<file path="config.mk">
export PLATFORM = sky130hd
export DESIGN_NAME = instr_fetch_unit
export DESIGN_NICKNAME = d
export VERILOG_FILES = /design/src/rtl/instr_fetch_unit.sv
export SDC_FILE = /design/constraint.sdc
export NUM_CORES = 1
export LEC_CHECK = 0
export ABC_AREA = 1
export CORE_AREA = 8 8 123 125
export DETAILED_ROUTE_END_ITERATION = 10
export DIE_AREA = 0 0 131 133
export PLACE_DENSITY = 0.63
export SLEW_MARGIN = 25
export SYNTH_ARGS = -nofsm -noshare
export SYNTH_HDL_FRONTEND = slang
export SYNTH_SLANG_ARGS = --single-unit
</file>
<file path="constraint.sdc">
create_clock -name clk -period 4.4 [get_ports clk]
set_input_delay 0.88 -clock clk [delete_from_list [all_inputs] [get_ports clk]]
set_output_delay 0.88 -clock clk [all_outputs]
set_load 0.03 [all_outputs]
</file>
<file path="src/rtl/instr_fetch_unit.sv">
// Instruction fetch stage: issues byte reads, buffers them in a prefetch FIFO
// and presents 1/2-byte instructions to decode with a valid/ready handshake.
module instr_fetch_unit #(
  parameter int                ADDR_W     = 8,
  parameter int                DATA_W     = 8,
  parameter int                FIFO_DEPTH = 4,
  parameter logic [ADDR_W-1:0] RESET_PC   = '0,
  parameter logic [3:0]        TWO_B_OPC  = 4'hC
) (
  input  logic              clk,
  input  logic              rst,
  output logic [ADDR_W-1:0] mem_addr_a,
  output logic              mem_rd_en_a,
  input  logic [DATA_W-1:0] mem_data_a,
  input  logic              redirect,
  input  logic [ADDR_W-1:0] redirect_addr,
  input  logic              dec_ready,
  output logic              instr_valid,
  output logic [DATA_W-1:0] instr,
  output logic [DATA_W-1:0] imm,
  output logic              instr_is_2b,
  output logic [ADDR_W-1:0] instr_pc
);

  localparam int PW = $clog2(FIFO_DEPTH);
  localparam int CW = PW + 1;

  logic [DATA_W-1:0] byte_q [FIFO_DEPTH];
  logic [ADDR_W-1:0] bpc_q  [FIFO_DEPTH];

  logic [PW-1:0]     wr_q, wr_d;
  logic [PW-1:0]     rd_q, rd_d;
  logic [PW-1:0]     rd_nxt;
  logic [CW-1:0]     cnt_q, cnt_d;
  logic [CW-1:0]     occ;
  logic [CW-1:0]     pop_n;
  logic [ADDR_W-1:0] pc_q, pc_d;
  logic [ADDR_W-1:0] req_pc_q;
  logic              infl_q, tag_q;
  logic              epoch_q, epoch_d;

  logic              issue, push, xfer;
  logic              head_2b, valid;
  logic [DATA_W-1:0] head_op;

  assign rd_nxt  = rd_q + 1'b1;
  assign head_op = byte_q[rd_q];
  assign head_2b = head_op[DATA_W-1 -: 4] == TWO_B_OPC;
  assign valid   = head_2b ? (cnt_q >= CW'(2))
                           : (cnt_q != '0);
  assign xfer    = valid & dec_ready;

  // occupancy counts the in-flight read so the FIFO can never overflow
  assign occ   = cnt_q + CW'(infl_q);
  assign issue = rst & ~redirect
               & (occ < CW'(FIFO_DEPTH));
  assign push  = infl_q & ~redirect
               & (tag_q == epoch_q);

  assign mem_addr_a  = pc_q;
  assign mem_rd_en_a = issue;

  assign instr_valid = valid;
  assign instr       = valid ? head_op : '0;
  assign instr_is_2b = valid & head_2b;
  assign instr_pc    = valid ? bpc_q[rd_q] : '0;
  assign imm         = (valid & head_2b)
                     ? byte_q[rd_nxt] : '0;

  always_comb begin
    pop_n   = '0;
    pc_d    = pc_q;
    wr_d    = wr_q;
    rd_d    = rd_q;
    cnt_d   = cnt_q;
    epoch_d = epoch_q;
    if (xfer) pop_n = head_2b ? CW'(2) : CW'(1);
    unique case (1'b1)
      redirect: begin
        pc_d    = redirect_addr;
        wr_d    = '0;
        rd_d    = '0;
        cnt_d   = '0;
        epoch_d = ~epoch_q;
      end
      default: begin
        if (issue) pc_d = pc_q + 1'b1;
        if (push)  wr_d = wr_q + 1'b1;
        rd_d  = rd_q + PW'(pop_n);
        cnt_d = cnt_q + CW'(push) - pop_n;
      end
    endcase
  end

  always_ff @(posedge clk or negedge rst) begin
    if (!rst) begin
      pc_q     <= RESET_PC;
      req_pc_q <= '0;
      wr_q     <= '0;
      rd_q     <= '0;
      cnt_q    <= '0;
      infl_q   <= 1'b0;
      tag_q    <= 1'b0;
      epoch_q  <= 1'b0;
      for (int i = 0; i < FIFO_DEPTH; i++) begin
        byte_q[i] <= '0;
        bpc_q[i]  <= '0;
      end
    end else begin
      pc_q    <= pc_d;
      wr_q    <= wr_d;
      rd_q    <= rd_d;
      cnt_q   <= cnt_d;
      epoch_q <= epoch_d;
      infl_q  <= issue;
      if (issue) begin
        tag_q    <= epoch_q;
        req_pc_q <= pc_q;
      end
      if (push) begin
        byte_q[wr_q] <= mem_data_a;
        bpc_q[wr_q]  <= req_pc_q;
      end
    end
  end

endmodule

</file>
Yosys cells after proc, flatten, opt, wreduce, memory -nomap -nowiden --
Index checks and enable logic that the tools add are counted.
Word-level totals: latch bits 0, memories kept 0, flip-flop bits (word level) 90, ROM bits 0, memory bits (writable) 0
Cells by class: magnitude comparators 6, shift operators 0, div/mod/pow operators 0, muxes and demuxes 25, equality and inequality tests 2, add/sub/neg operators 7, bitwise operators 11, reduce and logical (&&, ||, !) cells 4, multiply operators 0
Operators by type and width (number):
- 2-to-1 mux 8 bit | 12
- bitwise mux 32 bit | 2
- binary-select mux 8 bit (select 2 bit) | 3
- demux 8 bit (select 2 bit) | 1
- 2-to-1 mux 2 bit | 5
- greater-or-equal comparator 3 bit, second input constant | 3
- NOT 2 -> 3 bit | 3
- adder 8 x 1 -> 8 bit, second input constant | 1
- adder 3 x 1 -> 3 bit | 2
- bitwise AND 1 bit | 6
- adder 2 x 1 -> 2 bit, second input constant | 2
- equality test 4 bit, second input constant | 1
- nonzero test 2 bit | 2
- greater-or-equal comparator 3 x 2 -> 1 bit, second input constant | 1
- < comparator 3 x 1 -> 1 bit, second input constant | 1
- < comparator 3 bit, second input constant | 1
- 2-to-1 mux 3 bit | 1
- nonzero test 3 bit | 1
- subtractor 3 bit | 1
- adder 2 bit | 1
- NOT 1 bit | 2
- equality test 1 bit | 1
- logical AND 1 bit | 1
- 2-to-1 mux 1 bit | 1

Longest topological paths before layout --
word-level depth 10, gate-level depth with buffers 16

Worst setup path before layout --
Ideal clock, no wire load.
path type register to output, from register rd_q[0], to output port imm[0], data arrival time 1.851 ns, path slack 1.669 ns, stages on the path, launching flop included 11, cells stage by stage dfrtp_1 > inv_2 > buf_6 > nand2_1 > nand3_1 > nand2_1 > nor2_1 > nand2_2 > inv_1 > nand2_2 > a211oi_1
On the way: cells in the longest elaborated chain, start to end 8, elaborated cells between the ends (all ways) 13
Ends and longest elaborated chain:
- start: declaration | line 32 | logic [PW-1:0] rd_q, rd_d;
- start signal: assignment | line 112 | rd_q <= rd_d;
- NOT 2 -> 3 bit (implied by the code) | line 47 | assign head_op = byte_q[rd_q];
- binary-select mux 8 bit (select 2 bit) | line 47
- 2-to-1 mux 8 bit (implied by the code) (2 in series) | line 47
- equality test 4 bit | line 48 | assign head_2b = head_op[DATA_W-1 -: 4] == TWO_B_OPC;
- 2-to-1 mux 1 bit | line 49 | assign valid = head_2b ? (cnt_q >= CW'(2))
- bitwise AND 1 bit | line 67 | assign imm = (valid & head_2b)
- 2-to-1 mux 8 bit * | line 68 | ? byte_q[rd_nxt] : '0;
- end: declaration | line 20 | output logic [DATA_W-1:0] imm,
Mark *: on every way between the ends. The rest lies on a longest branch, timed or not. The select of a mux whose other input is x is not followed.

Worst setup path in the final report --
from register rd_q[0], to output port imm[2]
Same word-level chain as after synthesis.

==> impl_metrics.toml <==
[outcome]
status = "finished clean"

[setup_path]
cpPeakStageDelay_ns = 0.73
cp.arrival_ns = 3.06
path_cells = "inv_2, nand2_1, nand3_1, nand2_1, nor2_1, nand2_2, inv_1, nand2_2, a211oi_1, clkdlybuf4s50_1"
worstPathRequired_ns = 3.52
crit_type = "reg2out"
cp_slowest_cell = "clkdlybuf4s50_1"
critPathCaptureType = "output pin"
critPathMaxFanout = 20
cp-start-kind = "flop"
reg2reg_depth = 15

[yosys]
yosys_most_used_dff = "dfrtp_1"
syn_inst = 522
synth_top_area_share_pct = 48.8
synth_edf_count = 0
synth_top_cell_by_area = "dfrtp_1"
avgSynthCellArea_um2 = 8.84
ys_ff_latch = 90
synthTopCellsByArea = "dfrtp_1, nand2_1, o21ai_0"
async_reset_ff_share_pct = 100
yosysSeqAreaShare_pct = 48.8
synth_cell_types = 36
synth_nets = 550
ys.warnings.count = 0
synth_area_um2 = 4610

[global_route]
overflow = 0
top_usage_layer = "met2"
grt_use_met2_pct = 21.8
grtUsageMet3_pct = 4.74
antenna_found_initial = 0
grtUsageMet1_pct = 18.0
track_usage_pct = 14.0
grt_pass1_wl_um = 19300
grt_max_degree = 71
grt_pass1_vias = 3766

[clock_tree]
cts_tree = "done"
root_buffer = "clkbuf_16"
clock_path_buffers = 2
cts_buffers = 9
clk-insertion-delay-late_ns = 0.34
holdBufCountCts = 0
clkSlewWorstSetupHoldPaths_ns = 0.06
clock_sinks = 90
htreeDepth = 3
cts_resized = 0
post_cts.repair.setup_buffers = 0

[sta]
fmax_ghz = 0.253
finalClockSkew_ns = 0.00650
post-route-min-period_ns = 3.94
final.setup.worst_slack_ns = 0.455
fin_crit_sh_pct = 89.7
setup_viol = 0
tightest_slew_ns = 0.905
slew_viol_final = 0
final-hold-violation-count = 0
rsz0062_at_grt = "no"
setup_tns_ns = 0
slew_headroom_pct = 39.7

[routing]
wl_per_cell_um = 15.5
drtAntennaViolNets = 0
dr_total_vias = 3772
route.detailed.drc = 0
first_pass_iters = 5
wl_um = 11600
drt_iter0_drc = 270
vias_per_cell = 5.04

[floorplan]
die_x_um = 131
fp.coreArea_um2 = 13100
start_util_pct = 35.3
fp.dieH_um = 133
fp.dieArea_um2 = 17400
std_cell_rows = 42
pin_count = 55

[placed_design]
post-place-ws_ns = 0.821
finalWeightedCongestion = 0.838
port-buffer-count = 54
dpl.hpwl_um = 7880

[pwr]
p_leak_nw = 2.54
irDropWorstVdd_uv = 268
power.density_nw_per_um2 = 615

[cells_and_area]
fillers = 1264
n_antenna_cell = 0
area_growth_pct = 20.2
drive_above_1_share_pct = 9.95
multi_input_area_um2 = 1940
nets = 597
seq_area_um2 = 2250

[worst_hold_path]
hold_path_class = "in2async"

[flow_run]
drv_cap = 0
-- worst paths after layout --
| kind | from | endpoint | slack (ns) |
|---|---|---|---|
| worst max register to register | rd_q[0]$_DFF_PN0_ | cnt_q[2]$_DFF_PN0_ | 1.36 |
| worst min-delay path | rst | mem_addr_a[0]$_DFFE_PN0P_ | 0.43 |
| worst min register to register | bpc_q[4]$_DFFE_PN0P_ | bpc_q[4]$_DFFE_PN0P_ | 0.48 |
| max in group asynchronous | rst | bpc_q[3]$_DFFE_PN0P_ | 2.78 |
| min in group clk | bpc_q[4]$_DFFE_PN0P_ | bpc_q[4]$_DFFE_PN0P_ | 0.48 |
| worst max-delay path | rd_q[0]$_DFF_PN0_ | imm[2] | 0.46 |
-- power by group --
part / internal, mW / switching (mW) / total, mW
Combinational: 0.534 / 0.909 / 1.44
Clock: 0.409 / 0.308 / 0.717
Sequential: 1.06 / 0.182 / 1.25
Total: 2.01 / 1.40 / 3.41
-- area by class of cell --
class | count | share of cell area [%]
Inverter | 66 | 4.51
Clock buffer | 11 | 4.56
Clock inverter | 4 | 0.496
Tap cell | 176 | 3.97
Multi-Input combinational cell | 340 | 35.1
Sequential cell | 90 | 40.6
Timing Repair Buffer | 62 | 10.8
-- critical path: cells and delay by family (launching register included) --
family	cells	cell delay, ns
AOI/OAI and AO/OA	1	0.25
and+or+nand+nor	6	0.72
DFF	1	0.56
buffers and inverters	3	1.19
-- synth_stat cells (3+ instances only) --
cell type	count
a211oi_1	4
a21oi_1	32
a21oi_2	5
a31oi_1	4
buf_2	10
buf_6	5
clkbuf_1	8
dfrtp_1	90
ha_1	7
inv_1	62
inv_2	3
mux2_1	16
mux2_2	10
nand2_1	105
nand2_2	4
nand3_1	11
nand3_2	3
nor2_1	25
o21ai_0	73
o221ai_1	6
o22ai_1	12
xor2_1	8
-- stage by stage --
| step | hold WS (ns) | power, mW | utilization [%] | area [µm²] | instances |
|---|---|---|---|---|---|
| floorplan | 0.452 | 2.21 | - | 4610 | 522 |
| finish | 0.428 | 3.41 | 42.4 | 5550 | 749 |
| global placement | 0.462 | 2.67 | 40.2 | 5270 | 734 |
| detailed placement | 0.471 | 2.71 | 40.2 | 5270 | 734 |
| CTS | 0.430 | 3.44 | 42.4 | 5550 | 749 |
| global route | 0.441 | 3.65 | 42.4 | 5550 | 749 |
-- routing by layer --
metal | wire length, µm | vias up
li1 | - | 1815
met1 | 5420 | 1829
met2 | 5280 | 117
met3 | 734 | 11
met4 | 142 | 0
met5 | 0 | -
-- sequential cells by signal, summed over array words and instances, names as in the netlist --
signal,count
epoch_q,1
rd_q,2
infl_q,1
req_pc_q,8
mem_addr_a,8
tag_q,1
wr_q,2
byte_q,32
cnt_q,3
bpc_q,32
-- layout by cell type (no fill, tap or decap), drive strengths merged --
cell / Yosys / layout
a211oi: 4 / 4
a21oi: 37 / 37
a31oi: 4 / 4
buf: 18 / 9
clkbuf: 8 / 11
clkdlybuf4s50: 0 / 53
clkinv: 0 / 1
clkinvlp: 0 / 3
dfrtp: 90 / 90
fa: 1 / 1
ha: 7 / 7
inv: 66 / 66
mux2: 26 / 26
nand2: 110 / 110
nand3: 14 / 14
nand4: 1 / 1
nor2: 29 / 29
nor3: 2 / 2
o211ai: 2 / 2
o21a: 1 / 1
o21ai: 74 / 74
o221ai: 6 / 6
o22ai: 12 / 12
xnor2: 2 / 2
xor2: 8 / 8
-- cells by family (layout without fill, tap and decap cells) --
group | count (synthesis) | after routing | synth area share (%)
compound gates | 140 | 140 | 17.2
xor+xnor | 10 | 10 | 1.90
fa+ha+maj | 8 | 8 | 2.33
buf+inv | 92 | 143 | 9.03
flops | 90 | 90 | 48.8
mux | 26 | 26 | 6.35
simple gates | 156 | 156 | 14.3
(Power assumes the default switching activity.)
